File: src/rtl/tuner_pkg.sv
// Shared definitions for the note tuner front end.
//   fm_state_e     : freq_meter control states
//   FREQ_W         : width of the frequency word passed to the tuner
//   CLK_HZ_DEFAULT : default system clock frequency in Hz
package tuner_pkg;

  // Frequency word width, shared with the tuner's note frequency input.
  localparam int unsigned FREQ_W = 64;

  // Default system clock.
  localparam int unsigned CLK_HZ_DEFAULT = 100_000_000;

  typedef enum logic [2:0] {
    StIdle,
    StArm,
    StMeasure,
    StDivide,
    StOutput
  } fm_state_e;

endpackage : tuner_pkg

File: src/rtl/seq_divider.sv
// Restoring unsigned divider, one quotient bit per cycle, FREQ_W cycles per divide.
//   clk      : clock, rising edge
//   rst      : asynchronous active-high reset
//   start    : load dividend/divisor and begin dividing
//   abort    : cancel any divide in progress (wins over start)
//   dividend : numerator, sampled on start
//   divisor  : denominator, sampled on start; caller guarantees non-zero
//   quotient : result, valid the cycle after done
//   done     : high during the final iteration cycle
module seq_divider
  import tuner_pkg::*;
(
  input  logic              clk,
  input  logic              rst,
  input  logic              start,
  input  logic              abort,
  input  logic [FREQ_W-1:0] dividend,
  input  logic [FREQ_W-1:0] divisor,
  output logic [FREQ_W-1:0] quotient,
  output logic              done
);

  localparam int unsigned       STEP_W    = $clog2(FREQ_W);
  localparam logic [STEP_W-1:0] LAST_STEP = STEP_W'(FREQ_W - 1);

  logic [FREQ_W-1:0] rem_q, rem_d;
  logic [FREQ_W-1:0] quo_q, quo_d;
  logic [FREQ_W-1:0] dvs_q, dvs_d;
  logic [STEP_W-1:0] step_q, step_d;
  logic              run_q, run_d;

  // Partial remainder shifted left by one with the next dividend bit brought in,
  // and the trial subtraction of the divisor from it.
  logic [FREQ_W:0]   shifted;
  logic [FREQ_W:0]   trial;

  always_comb begin
    shifted = {rem_q, quo_q[FREQ_W-1]};
    trial   = shifted - {1'b0, dvs_q};

    rem_d  = rem_q;
    quo_d  = quo_q;
    dvs_d  = dvs_q;
    step_d = step_q;
    run_d  = run_q;

    if (abort) begin
      run_d  = 1'b0;
      step_d = '0;
    end else if (start) begin
      rem_d  = '0;
      quo_d  = dividend;
      dvs_d  = divisor;
      step_d = '0;
      run_d  = 1'b1;
    end else if (run_q) begin
      // The quotient register doubles as the dividend shift register: dividend
      // bits leave at the top while quotient bits enter at the bottom.
      if (!trial[FREQ_W]) begin
        rem_d = trial[FREQ_W-1:0];
        quo_d = {quo_q[FREQ_W-2:0], 1'b1};
      end else begin
        rem_d = shifted[FREQ_W-1:0];
        quo_d = {quo_q[FREQ_W-2:0], 1'b0};
      end
      step_d = step_q + 1'b1;
      if (step_q == LAST_STEP) begin
        run_d = 1'b0;
      end
    end
  end

  always_ff @(posedge clk or posedge rst) begin
    if (rst) begin
      rem_q  <= '0;
      quo_q  <= '0;
      dvs_q  <= '0;
      step_q <= '0;
      run_q  <= 1'b0;
    end else begin
      rem_q  <= rem_d;
      quo_q  <= quo_d;
      dvs_q  <= dvs_d;
      step_q <= step_d;
      run_q  <= run_d;
    end
  end

  assign quotient = quo_q;
  assign done     = run_q && (step_q == LAST_STEP) && !abort;

endmodule : seq_divider

File: src/rtl/freq_meter.sv
// Fundamental frequency meter for a squared audio signal. Counts clock cycles across
// AVG_PERIODS input periods, then divides to get integer Hz rounded to nearest.
//   clk        : system clock, rising edge
//   rst        : asynchronous active-high reset
//   on         : enable; low forces idle and clears the result
//   sig_in     : asynchronous squared audio input
//   freq_out   : measured frequency in Hz, held between strobes
//   freq_valid : one-cycle strobe when freq_out/no_signal update
//   no_signal  : last result came from a timeout
//   busy       : divider running
module freq_meter
  import tuner_pkg::*;
#(
  parameter int unsigned CLK_HZ      = CLK_HZ_DEFAULT,
  parameter int unsigned AVG_PERIODS = 4,
  parameter int unsigned TIMEOUT_CYC = 10_000_000,
  parameter int unsigned CNT_W       = 32
) (
  input  logic              clk,
  input  logic              rst,
  input  logic              on,
  input  logic              sig_in,
  output logic [FREQ_W-1:0] freq_out,
  output logic              freq_valid,
  output logic              no_signal,
  output logic              busy
);

  // Elaboration-time parameter checks.
  if (AVG_PERIODS < 1 || AVG_PERIODS > 255) begin : g_bad_avg
    $error("freq_meter: AVG_PERIODS must be in 1..255");
  end
  if (TIMEOUT_CYC < 1) begin : g_bad_timeout
    $error("freq_meter: TIMEOUT_CYC must be at least 1");
  end
  if (CNT_W < 1 || CNT_W > 63) begin : g_bad_cnt_w
    $error("freq_meter: CNT_W must be in 1..63");
  end else if ((64'(AVG_PERIODS) * 64'(TIMEOUT_CYC)) >= (64'd1 << CNT_W)) begin : g_cnt_overflow
    $error("freq_meter: AVG_PERIODS*TIMEOUT_CYC does not fit in CNT_W bits");
  end

  localparam logic [FREQ_W-1:0] NUMER   = 64'(AVG_PERIODS) * 64'(CLK_HZ);
  localparam logic [CNT_W-1:0]  TO_LAST = CNT_W'(TIMEOUT_CYC - 1);
  localparam logic [7:0]        AVG_N   = 8'(AVG_PERIODS);

  // sync_q[0], sync_q[1] form the synchronizer; sync_q[2] is the edge-detect delay.
  logic [2:0]        sync_q, sync_d;
  logic              edge_det;

  fm_state_e         state_q, state_d;
  logic [CNT_W-1:0]  period_q, period_d;
  logic [CNT_W-1:0]  total_q, total_d;
  logic [7:0]        edges_q, edges_d;
  logic [FREQ_W-1:0] freq_q, freq_d;
  logic              valid_q, valid_d;
  logic              nosig_q, nosig_d;
  logic              busy_q, busy_d;

  logic              timeout_hit;
  logic              div_start;
  logic              div_abort;
  logic              div_done;
  logic [FREQ_W-1:0] div_dividend;
  logic [FREQ_W-1:0] div_divisor;
  logic [FREQ_W-1:0] div_quotient;

  assign sync_d   = {sync_q[1:0], sig_in};
  assign edge_det = sync_q[1] & ~sync_q[2];

  // period_q counts from 0, so hitting TIMEOUT_CYC-1 means this cycle completes
  // TIMEOUT_CYC cycles without an edge.
  assign timeout_hit = (period_q == TO_LAST);

  // The terminating edge cycle is counted in D, hence the +1. Adding D/2 before
  // truncating division rounds to nearest.
  assign div_divisor  = 64'(total_q) + 64'd1;
  assign div_dividend = NUMER + (div_divisor >> 1);

  always_comb begin
    state_d   = state_q;
    period_d  = period_q;
    total_d   = total_q;
    edges_d   = edges_q;
    freq_d    = freq_q;
    valid_d   = 1'b0;
    nosig_d   = nosig_q;
    div_start = 1'b0;
    div_abort = 1'b0;

    if (!on) begin
      // Disable wins over everything, including a terminating edge this cycle.
      state_d   = StIdle;
      period_d  = '0;
      total_d   = '0;
      edges_d   = '0;
      freq_d    = '0;
      nosig_d   = 1'b0;
      div_abort = 1'b1;
    end else begin
      unique case (state_q)
        StIdle: begin
          state_d  = StArm;
          period_d = '0;
          total_d  = '0;
          edges_d  = '0;
        end

        StArm: begin
          if (edge_det) begin
            state_d  = StMeasure;
            period_d = '0;
            total_d  = '0;
            edges_d  = '0;
          end else if (timeout_hit) begin
            freq_d   = '0;
            nosig_d  = 1'b1;
            valid_d  = 1'b1;
            period_d = '0;
            total_d  = '0;
            edges_d  = '0;
          end else begin
            period_d = period_q + 1'b1;
          end
        end

        StMeasure: begin
          total_d = total_q + 1'b1;
          if (edge_det) begin
            // An edge wins over a coincident timeout.
            period_d = '0;
            if (edges_q + 8'd1 == AVG_N) begin
              state_d   = StDivide;
              div_start = 1'b1;
            end else begin
              edges_d = edges_q + 8'd1;
            end
          end else if (timeout_hit) begin
            state_d  = StArm;
            freq_d   = '0;
            nosig_d  = 1'b1;
            valid_d  = 1'b1;
            period_d = '0;
            total_d  = '0;
            edges_d  = '0;
          end else begin
            period_d = period_q + 1'b1;
          end
        end

        StDivide: begin
          if (div_done) begin
            state_d = StOutput;
          end
        end

        StOutput: begin
          freq_d   = div_quotient;
          nosig_d  = 1'b0;
          valid_d  = 1'b1;
          state_d  = StArm;
          period_d = '0;
          total_d  = '0;
          edges_d  = '0;
        end

        default: begin
          state_d = StIdle;
        end
      endcase
    end

    busy_d = (state_d == StDivide);
  end

  always_ff @(posedge clk or posedge rst) begin
    if (rst) begin
      sync_q   <= '0;
      state_q  <= StIdle;
      period_q <= '0;
      total_q  <= '0;
      edges_q  <= '0;
      freq_q   <= '0;
      valid_q  <= 1'b0;
      nosig_q  <= 1'b0;
      busy_q   <= 1'b0;
    end else begin
      sync_q   <= sync_d;
      state_q  <= state_d;
      period_q <= period_d;
      total_q  <= total_d;
      edges_q  <= edges_d;
      freq_q   <= freq_d;
      valid_q  <= valid_d;
      nosig_q  <= nosig_d;
      busy_q   <= busy_d;
    end
  end

  seq_divider u_div (
    .clk      (clk),
    .rst      (rst),
    .start    (div_start),
    .abort    (div_abort),
    .dividend (div_dividend),
    .divisor  (div_divisor),
    .quotient (div_quotient),
    .done     (div_done)
  );

  assign freq_out   = freq_q;
  assign freq_valid = valid_q;
  assign no_signal  = nosig_q;
  assign busy       = busy_q;

endmodule : freq_meter

File: config.mk
export PLATFORM = sky130hd
export DESIGN_NAME = freq_meter
export DESIGN_NICKNAME = d
export VERILOG_FILES = /design/src/rtl/tuner_pkg.sv /design/src/rtl/seq_divider.sv /design/src/rtl/freq_meter.sv
export SDC_FILE = /design/constraint.sdc
export NUM_CORES = 1
export LEC_CHECK = 0
export ABC_AREA = 0
export ABC_CLOCK_PERIOD_IN_PS = 21300
export CAP_MARGIN = 20
export CORE_AREA = 2 2 195 197
export CTS_CLUSTER_SIZE = 40
export DETAILED_ROUTE_END_ITERATION = 16
export DIE_AREA = 0 0 197 199
export GPL_TIMING_DRIVEN = 1
export SLEW_MARGIN = 0
export SYNTH_ARGS = -nofsm -noshare
export SYNTH_HDL_FRONTEND = slang
export SYNTH_SLANG_ARGS = --single-unit
File: constraint.sdc
create_clock -name clk -period 21.3 [get_ports clk]
set_input_delay 3.195 -clock clk [delete_from_list [all_inputs] [get_ports clk]]
set_output_delay 3.195 -clock clk [all_outputs]
set_load 0.005 [all_outputs]
# After elaboration in Yosys (flattened, before gate mapping)
# Index checks and enable logic that the tools add are counted.
# totals
word_cells,102
reg_bits,344
out_inout_bits,67
# op_classes
muxes,52
add_sub_neg,7
eq_ne,16
n_reduce_logical,11
bitwise,2
# ops
cell,count
64-bit 2-to-1 mux,8
32-bit 2-to-1 mux,8
64-bit one-hot mux with 2 select lines,1
32-bit one-hot mux with 3 select lines,1
65-bit by 64-bit subtractor with 65-bit output,1
32-bit by 1-bit adder with 32-bit output (second input constant),2
32-bit one-hot mux with 2 select lines,1
8-bit 2-to-1 mux,5
29-bit by 32-bit adder with 33-bit output (first input constant),1
32-bit by 1-bit adder with 33-bit output (second input constant),1
32-bit by 24-bit == test with 1-bit output (second input constant),1
8-bit one-hot mux with 3 select lines,1
3-bit 2-to-1 mux,6
6-bit 2-to-1 mux,3
1-bit 2-to-1 mux,15
3-bit one-hot mux with 4 select lines,1
3-bit by 2-bit == test with 1-bit output (second input constant),3
8-bit by 1-bit adder with 8-bit output (second input constant),1
8-bit by 3-bit == test with 1-bit output (second input constant),1
4-bit inequality test (second input constant),2
2-bit AND reduction,4
6-bit by 1-bit adder with 6-bit output (second input constant),1
6-bit == test (second input constant),1
3-bit by 2-bit inequality test with 1-bit output (second input constant),2
other kinds (13),17

# Logic depth before layout (Yosys ltp)
# Gate-level depths: netlist (run 1).
# logic_depth
depth_word,8
depth_mapped,15

# Cells and area by module
# From an unflattened synthesis (run 1), not the netlist that was laid out.
# hier_totals
hier_cells,2176
area_unflattened_um2,19690.1
# by_module_without_submodules
module,seq_area_each_um2,area_per_inst_um2,cells_per_inst,instances
seq_divider,4979.8,12184.2,1426,1
freq_meter,3628.5,7505.9,750,1

# Least setup slack after synthesis (run 1)
# Ideal clock, no wire load.
# synth_timing
path_kind,input to register
startpoint,input on
endpoint,register period_q[28]
stages,8
path_slack_ns,16.256
t_arrival_ns,4.912
setup_time_ns,0.132
cell_sequence,clkbuf_1 -> a21boi_0 -> or3_1 -> or2_2 -> nor4_1 -> nand2_1 -> xor2_1 -> nor2_1
# synth_via
elab_chain_cells,1
word_cells_on_any_way,2
# synth_lines
item,line_no,text
start: declaration,freq_meter.sv:21,"input logic on,"
3-bit inequality test (no source line) / 32-bit 2-to-1 mux (equally long branches),n/a,
end signal: assignment,freq_meter.sv:189,period_q <= period_d;
end: declaration,freq_meter.sv:51,"logic [CNT_W-1:0] period_q, period_d;"
# Several ways; a longest one is shown, not always the timed one.
# A chain may end at the register's enable or synchronous reset.

# Worst setup path in the final report (run 1)
# layout_timing
startpoint,input on
endpoint,register u_div.rem_q[38]
# layout_via
elab_chain_cells,3
word_cells_on_any_way,4
# layout_lines
item,line_no,text
1-bit 2-to-1 mux,freq_meter.sv:90,if (!on) begin
2-bit nonzero test (no source line),n/a,
2-bit AND reduction (no source line),n/a,
end signal: assignment,seq_divider.sv:81,rem_q <= rem_d;
end: declaration,seq_divider.sv:26,"logic [FREQ_W-1:0] rem_q, rem_d;"
# Several ways; a longest one is shown, not always the timed one.

==> run metrics, run 1 <==
row cnt 71; Hold Path End sync_q[1]; top_reg_cell synth dfrtp_1; Final Skew around 0.020 ns; CTS max path bufs 3; Max Fclk approximately 0.18 GHz; postcts setup bufs 0; Async SR Flop Fraction 100.0%; CORE AREA approximately 37000 um^2; largest net degree at the start of global routing between 100 and 150; Worst Reg-to-Reg Cells 13; PortBufs 70; top post-synthesis cells by count dfrtp_1 (313), nand2_1 (183), o21ai_0 (147); # IOs 71; mux cell area share after synthesis 2.029%; post-synth top area share between 40% and 50%; fin crit share 25.88%; Synth Area in Adders ~3.0%; Critical Path AT ~6 ns; CP Max Fanout just over 80; Final Instance Area 18770 um^2; TNS Setup 0 ns; Max rail drop VDD ~0.000051 V; Worst Setup SP on; CP endpoint kind register; Tot GR Track Use between 20% and 30%; Synth Instances around 1700; drt total wl ~42000 um; Fill cells around 3500; top-count cell post-synth dfrtp_1; Post-synth EDFFs 0; Final Max Slew Viols 0; unrepaired setup endpoints after global routing no; via count 13280; main combinational cell family by area after synthesis compound AO/OA/AOI/OAI gates; Post-DP Area 17510 um^2; final net count approximately 1800; Distinct cells, synth 80; grt ovf 0; Max-slew headroom 26.06%; #FFs+latches synth about 310; pwr dens about 67 nW/um^2; proportion of layout cells with a drive suffix above 1 6.505%; Hold Crit Class register to register; Area Overhead vs Synth 14.00%; initial core utilization approximately 44%; Antenna diodes 0; TritonCTS Sinks 313; Synth Warn # 0; Pre-antenna DRT Iters 7; Synth Area in XOR/XNOR approximately 6.1%; wire per inst roughly 19 um; Max-Cap Viols 0; Vias/cell ~5.9; area leader, netlist dfrtp_1; WS Path Type primary input to register; vias in the first global route around 13000; hold path depth 0; final hold violations 0; number of CTS-inserted buffers 37; Reg2Reg Capture Point u_div.rem_q[21]; Mapped Area 16460 um^2; Reg-to-Reg Start u_div.quotient[63]; Die H 199 um; status finished, final reports clean; synth top area cells dfrtp_1 (48%), a22o_1 (5.5%), o21ai_0 (4.5%); Routability Congestion slightly above 0.8; Pleak roughly 8.4 nW; hold_sp sync_q[0]; Setup violations, final 0; Req. time, crit path ~22 ns; sequential element share of the synthesized area a little under half; Tmin final approximately 5.5 ns; Mapped Avg Cell Area 9.605 um^2; first-pass GRT wire length 69460 um; ANT nets after route 0; initial antenna violation count 0; DR iter-0 viols between 700 and 800; HPWL after DPL approximately 28000 um; simple-gate area share of the yosys netlist between 10% and 20%; CTS tree done; Least-Margin Pin Slew between 1 and 1.5 ns; Syn Nets about 1800; hold buffers post-CTS 0; Die ar. around 39000 um^2; worst skew pair latency 0.56 ns; post-CTS sizing 0; Clk pin slew, worst setup/hold paths approximately 0.06 ns; Synth Area in Compound Gates 20.55%; CTS Root Buffer Type clkbuf_16; H-tree Lvls 2; type of origin of the critical path primary input; DIE WIDTH 197 um; drt drc 0; R2R Setup Slk between 15 and 20 ns
## metal layers
layer / global-route usage (%) / share of wire, % / vias to the layer above
li1: - / - / 6312
met4: 5.709 / 2.0 / 0
met3: 3.984 / 4.9 / 56
met2: 34.47 / 45 / 317
met5: 0 / 0 / -
met1: 31.03 / 48 / 6597
## through the flow
step                      instances  total power, mW  setup slack (ns)  hold WS (ns)  util [%]
after floorplan                1714           0.6245             9.447        0.3312         -
after global placement         2176           0.6323             15.25        0.3342     47.16
after detailed placement       2176           0.6327             15.21        0.3515     47.16
after CTS                      2241            1.279             15.80        0.3680     50.49
after global routing           2242            1.306             15.49        0.3790     50.54
final                          2242            1.261             15.79        0.3631     50.54
## cell families (layout without fill, tap and decap cells)
kind of cell,Yosys count,count (layout)
multiplexers,33,33
AND/OR/NAND/NOR,558,558
flip-flops,313,313
AO/OA/AOI/OAI,500,500
adder cells (fa/ha/maj),39,39
XOR/XNOR,115,115
buffers and inverters,156,210
## critical path, cell delays in order
cell	delay, ns
clkdlybuf4s50_1	0.46
buf_4	0.29
nand2_2	0.44
and2b_2	0.40
buf_4	0.64
o311ai_0	0.31
nand2_1	0.12
## cells in the final DEF, fill, tap and decap left out, types with 38 or more instances in the layout
master,count
dfrtp_1,313
nand2_1,183
o21ai_0,147
a22o_1,103
nor2_1,102
clkdlybuf4s50_1,70
nand3_1,64
xnor2_1,64
a21oi_1,59
inv_1,55
xor2_1,51
ha_1,38
clkbuf_16,38
## flip-flops by register name, summed over array words and instances, names as in the netlist
| register | flops |
|---|---|
| freq_out | 64 |
| u_div.quotient | 64 |
| u_div.rem_q | 64 |
| u_div.dvs_q | 33 |
| period_q | 32 |
| total_q | 32 |
| edges_q | 8 |
| u_div.step_q | 6 |
| state_q | 3 |
| sync_q | 3 |
| busy | 1 |
| freq_valid | 1 |
| no_signal | 1 |
| u_div.run_q | 1 |
## final cells by class
class	count	area [um^2]	area share [%]
clock inverter	16	165.2	0.8800
sequential	313	7833	41.73
tap	474	593.1	3.160
clock buffer	49	1072	5.713
timing repair buffer	88	848.3	4.520
multi-input combinational	1245	8035	42.81
inverter	57	221.5	1.180
## where the power goes
part | internal [mW] | total [mW] | switching (mW)
Combinational | 0.00380 | 0.0242 | 0.0204
Clock | 0.381 | 0.640 | 0.260
Sequential | 0.596 | 0.597 | 0.00108
## worst max path at each step
stage                                   end  slack (ns)  cells after the start
final                       u_div.rem_q[38]       15.79                      7
after global routing            total_q[15]       15.49                      4
after CTS                   u_div.dvs_q[14]       15.80                      4
after detailed placement  u_div.quotient[2]       15.21                      4
after global placement           total_q[3]       15.25                      4
after floorplan                        busy        9.45                      1
Power figures use the tool's default switching activity.
==> run 2: changes to the inputs <==
- ABC_CLOCK_PERIOD_IN_PS: 21300 -> 5300
- clock period: 21.3 -> 5.3 ns (I/O delays scaled with it)
==> run 2 against run 1 <==
Sequential share of layout area unchanged. First-iteration DRC count increased by 6.0%. Largest power group unchanged. Via count decreased by 0.50%. Design area unchanged. Critical path depth increased by 8. Power increased to 4.0 times the previous value. Combinational power increased to 4.1 times the previous value. Critical path type is now register to register. Sequential cell count unchanged. Worst hold slack got worse by 0.0072 ns. Final cell count about the same.
==> run metrics, run 2 (same netlist as run 1, synthesis figures left out) <==
wire per inst 18.57 um (+0.11%); most common cell after layout, fill and taps aside dfrtp_1; initial antenna violation count 0 (unchanged); Fill cells 3479 (+0.55%); grt ovf 0 (unchanged); most frequent cells in the layout dfrtp_1 (313), nand2_1 (183), o21ai_0 (147); critical path endpoint u_div.rem_q[14]; Worst Setup SP u_div.quotient[63]; DR iter-0 viols 835 (+6.0%); drt drc 0 (unchanged); Antenna diodes 0 (unchanged); type of origin of the critical path register; fin crit share between 70% and 80%; Max Fclk roughly 0.24 GHz; Vias/cell 5.889 (-0.59%); Req. time, crit path 5.67 ns (-16.11 ns); Reg2Reg Capture Point u_div.rem_q[14]; PortBufs 70 (unchanged); Reg-to-Reg Start u_div.quotient[63]; worst skew pair latency 0.54 ns (-0.02 ns); HPWL after DPL 27780 um (+0.13%); TNS Setup 0 ns (unchanged); Post-DP Area 17570 um^2 (+0.32%); Critical Path AT 4.55 ns (-1.44 ns); CP endpoint kind register; Least-Margin Pin Slew 1.004 ns (-0.1012 ns); first-pass GRT wire length 69830 um (+0.54%); row cnt 71 (unchanged); CTS tree done; Final Instance Area 18770 um^2 (unchanged); postcts setup bufs 0 (unchanged); CTS Root Buffer Type clkbuf_16; Die ar. 39200 um^2 (unchanged); WS Path Type register to register; hold buffers post-CTS 0 (unchanged); Die H 199 um (unchanged); Placed Cells 2179 (+0.14%); final hold violations 0 (unchanged); initial core utilization 44.34% (unchanged); Tot GR Track Use 21.82% (about the same); Tmin final 4.186 ns; Area Overhead vs Synth 14.00% (unchanged); Max-Cap Viols 0 (unchanged); Routability Congestion 0.8803 (+6.0%); DIE WIDTH 197 um (unchanged); via count 13220 (-0.50%); unrepaired setup endpoints after global routing no; Setup violations, final 0 (unchanged); proportion of layout cells with a drive suffix above 1 6.384% (-0.12 points); Pleak 8.397 nW (about the same); CP Max Fanout 14 (-83%); ANT nets after route 0 (unchanged); largest net degree at the start of global routing 181 (+55%); number of CTS-inserted buffers 36 (-2.7%); post-CTS sizing 0 (unchanged); CTS max path bufs 3 (unchanged); Max rail drop VDD 0.0002675 V (+420%); Clk pin slew, worst setup/hold paths 0.06 ns (about the same); Hold Crit Class register to register; R2R Setup Slk 1.11 ns (-15.81 ns); Pre-antenna DRT Iters 5 (-2); Final Skew 0.01725 ns (-0.002842 ns); Max-slew headroom 33.08% (+7.0 points); # IOs 71 (unchanged); CORE AREA 37130 um^2 (unchanged); drt total wl 41670 um (+0.20%); status finished, final reports clean; Layout Cells excl Fill 2244 (+0.089%); Pwr Total 5.007 mW (+300%); vias in the first global route 13160 (+1.7%); pwr dens 266.8 nW/um^2 (+300%); Final Max Slew Viols 0 (unchanged); Worst Reg-to-Reg Cells 15 (+2); final net count 1788 (+0.17%); TritonCTS Sinks 313 (unchanged); H-tree Lvls 2 (unchanged)
==> run 2: cell types whose count changed in the layout (fill, tap and decap cells not counted), sizes merged <==
cell	change
clkinv	-2
buf	+4
bufinv	+1
clkinvlp	-1
==> run 2: worst min-delay path by stage <==
| stage | end | start | cells after the start |
|---|---|---|---|
| after floorplan | sync_q[1] | sync_q[0] | 0 |
| after global placement | sync_q[1] | sync_q[0] | 0 |
| after detailed placement | sync_q[1] | sync_q[0] | 0 |
| after CTS | sync_q[1] | sync_q[0] | 0 |
| after global routing | sync_q[1] | sync_q[0] | 0 |
| final | sync_q[1] | sync_q[0] | 0 |
==> run 2: stage by stage <==
step	setup WS [ns]	hold slack (ns)	util [%]
6_report	1.114	0.3559	50.54
5_1_grt	0.5934	0.3739	50.54
4_1_cts	0.9594	0.3592	50.47
3_5_place_dp	0.9831	0.3470	47.31
3_3_place_gp	1.112	0.3488	47.31
2_1_floorplan	0.3361	0.3312	-
==> run 2: layout make-up <==
class,instances,area [um^2],share of cell area (%)
clock inverters,14,152.6,0.8133
clock buffers,49,1021,5.440
multi-input cells,1245,8035,42.81
well taps,474,593.1,3.160
repair buffers,92,915.9,4.880
inverters,57,217.7,1.160
flip-flops and latches,313,7833,41.73
==> run 2: layer usage <==
metal / wire, um / GRT usage (%) / part of all wire [%]
met1: 20070 / 30.78 / 48
met2: 18640 / 34.58 / 45
met3: 1766 / 3.154 / 4.2
met4: 1199 / 7.324 / 2.9
met5: 0 / 0 / 0
==> run 2: power by group <==
part           internal, mW  total [mW]  leakage [nW]  switching [mW]
sequential             2.39        2.40          4.33         0.00423
combinational        0.0168      0.0990          3.48          0.0822
clock                  1.50        2.51         0.587            1.01
==> run 2: critical path, cell delays in order (launching register included) <==
cell	delay, ns
dfrtp_1	0.41
inv_1	0.07
ha_1	0.17
inv_1	0.06
fa_1	0.41
a211oi_1	0.34
o211ai_1	0.15
nand3_1	0.13
a21oi_1	0.14
o311ai_1	0.46
a21boi_1	0.19
buf_4	0.22
nor2_2	0.57
buf_4	0.40
mux2i_1	0.21
o21ai_0	0.09
==> run 3: changes to the inputs <==
- ABC_CLOCK_PERIOD_IN_PS: 5300 -> 3800
- clock period: 5.3 -> 3.8 ns (I/O delays scaled with it)
==> run 3 against run 2 <==
Final cell count grew 1.8%. Die area unchanged. Clock skew rose by 0.0066 ns. Count of clock-buffer cells in the layout grew 1. Maximum frequency grew 17%. First-iteration DRC count rose by 12%. Global-route usage up 0.24 points. Register-to-register slack worse by 0.91 ns. Critical path type unchanged. Highest routed layer unchanged. Utilization grew 1.1 points. Non-clock buffer count increased by 38. Clock power is 45% higher. Via count rose by 1.3%.
==> run metrics, run 3 (same netlist as run 1, synthesis figures left out) <==
status finished, final reports clean; Post-DP Area 17910 um^2 (+2.0%); Setup violations, final 0 (unchanged); Die H 199 um (unchanged); DIE WIDTH 197 um (unchanged); grt ovf 0 (unchanged); Pleak 8.622 nW (+2.7%); Hold Crit Class register to register; CP Max Fanout 10 (-4); internal power 5.605 mW (+43%); CORE AREA 37130 um^2 (unchanged); Clk pin slew, worst setup/hold paths 0.06 ns (about the same); unrepaired setup endpoints after global routing yes; net switching share of the total power 21.50% (-0.48 points); CTS max path bufs 3 (unchanged); Tot GR Track Use 22.07% (+0.24 points); Clock Power Share 51.0% (+0.9 points); CP endpoint kind register; Comb pwr share 2.1% (about the same); Die ar. 39200 um^2 (unchanged); HPWL after DPL 28540 um (+2.8%); H-tree Lvls 2 (unchanged); proportion of layout cells with a drive suffix above 1 8.729% (+2.3 points); CTS tree done; row cnt 71 (unchanged); Placed Cells 2218 (+1.8%); Area Overhead vs Synth 16.54%; first-pass GRT wire length 70330 um (+0.71%); Routability Congestion 0.8836 (+0.37%); pwr dens 372.1 nW/um^2 (+39%); Req. time, crit path 4.22 ns (-1.45 ns); Final Skew 0.02381 ns (+0.006557 ns); initial core utilization 44.34% (unchanged); post-CTS sizing 0 (unchanged); final net count 1826 (+2.1%); Final Max Slew Viols 0 (unchanged); final hold violations 0 (unchanged); worst skew pair latency 0.55 ns (about the same); TritonCTS Sinks 313 (unchanged); Fill cells 3371 (-3.1%); Max-Cap Viols 0 (unchanged); CTS Root Buffer Type clkbuf_16; Tmin final 3.592 ns (-0.5940 ns); Least-Margin Pin Slew 0.9887 ns (-0.01506 ns); Max rail drop VDD 0.0002609 V (-2.5%); hold buffers post-CTS 0 (unchanged); Pre-antenna DRT Iters 5 (unchanged); WS Path Type register to register; Vias/cell 5.860 (-0.49%); Psw 1.535 mW (+39%); most frequent cells in the layout dfrtp_1 (313), nand2_1 (183), o21ai_0 (147); DR iter-0 viols 933 (+12%); wire per inst 18.36 um (-1.1%); vias in the first global route 13070 (-0.69%); most common cell after layout, fill and taps aside dfrtp_1; sequential share of power 46.8% (-1.1 points); drt drc 0 (unchanged); largest net degree at the start of global routing 104 (-43%); number of CTS-inserted buffers 36 (unchanged); postcts setup bufs 0 (unchanged); # IOs 71 (unchanged); ANT nets after route 0 (unchanged); drt total wl 41940 um (+0.63%); Max Fclk 0.2784 GHz (+17%); via count 13380 (+1.3%); Critical Path AT 4.01 ns (-0.54 ns); PortBufs 70 (unchanged); fin crit share 94.52% (+16 points); Layout Cells excl Fill 2284 (+1.8%); Antenna diodes 0 (unchanged); type of origin of the critical path register; Max-slew headroom 33.58% (+0.50 points); initial antenna violation count 0 (unchanged); Final Instance Area 19190 um^2 (+2.2%)
[run 3: final timing paths]
| path | startpoint | end | slack, ns | cells after the start |
|---|---|---|---|---|
| worst max-delay path | u_div.quotient[63] | u_div.rem_q[45] | 0.21 | 13 |
| worst min-delay path | sync_q[0] | sync_q[1] | 0.35 | 0 |
| worst max register to register | u_div.quotient[63] | u_div.rem_q[45] | 0.21 | 13 |
| worst min register to register | sync_q[0] | sync_q[1] | 0.35 | 0 |
| max in group asynchronous | rst | freq_out[35] | 2.49 | 3 |
| min in group asynchronous | rst | freq_out[9] | 0.50 | 2 |
[run 3: critical path: stages (launching register included)]
cell	delay, ns
dfrtp_1	0.40
inv_1	0.06
ha_1	0.17
inv_1	0.06
fa_1	0.41
a211oi_1	0.37
o211ai_1	0.17
nand3_1	0.16
a21oi_2	0.11
o311a_1	0.34
a211oi_2	0.25
nand3_1	0.31
and3_1	0.30
or3_1	0.36
[run 3: final cells by class]
cell class	count	area (um^2)	share of cell area (%)
clock buffers	50	1065	5.550
clock inverters	15	185.2	0.9652
inverters	57	217.7	1.135
multi-input cells	1245	8046	41.94
flip-flops and latches	313	7833	40.82
well taps	474	593.1	3.091
repair buffers	130	1246	6.495
[run 3: metal layers]
layer | GRT usage, % | wire length [um]
met1 | 31.79 | 20420
met2 | 34.22 | 18780
met4 | 6.015 | 1004
met3 | 3.967 | 1726
met5 | 0 | 0
[run 3: metrics by stage]
step                      hold slack, ns  TNS (ns)  util, %  total power [mW]  setup WS, ns
after floorplan                   0.3312   -293.87        -             3.501       -0.9389
after global placement            0.3499         0    48.23             3.558        0.2578
after detailed placement          0.3412         0    48.23             3.560        0.1879
after CTS                         0.3561         0    51.60             7.241        0.1834
after global routing              0.3772   -0.1174    51.67             7.396      -0.06361
final                             0.3537         0    51.67             7.140        0.2083
[run 3: power by group through the flow]
stage	Combinational [mW]	Clock (mW)	Sequential [mW]
floorplan	0.0989	0	3.40
global placement	0.155	0	3.40
detailed placement	0.156	0	3.40
CTS	0.157	3.74	3.34
global route	0.176	3.88	3.34
finish	0.152	3.64	3.34
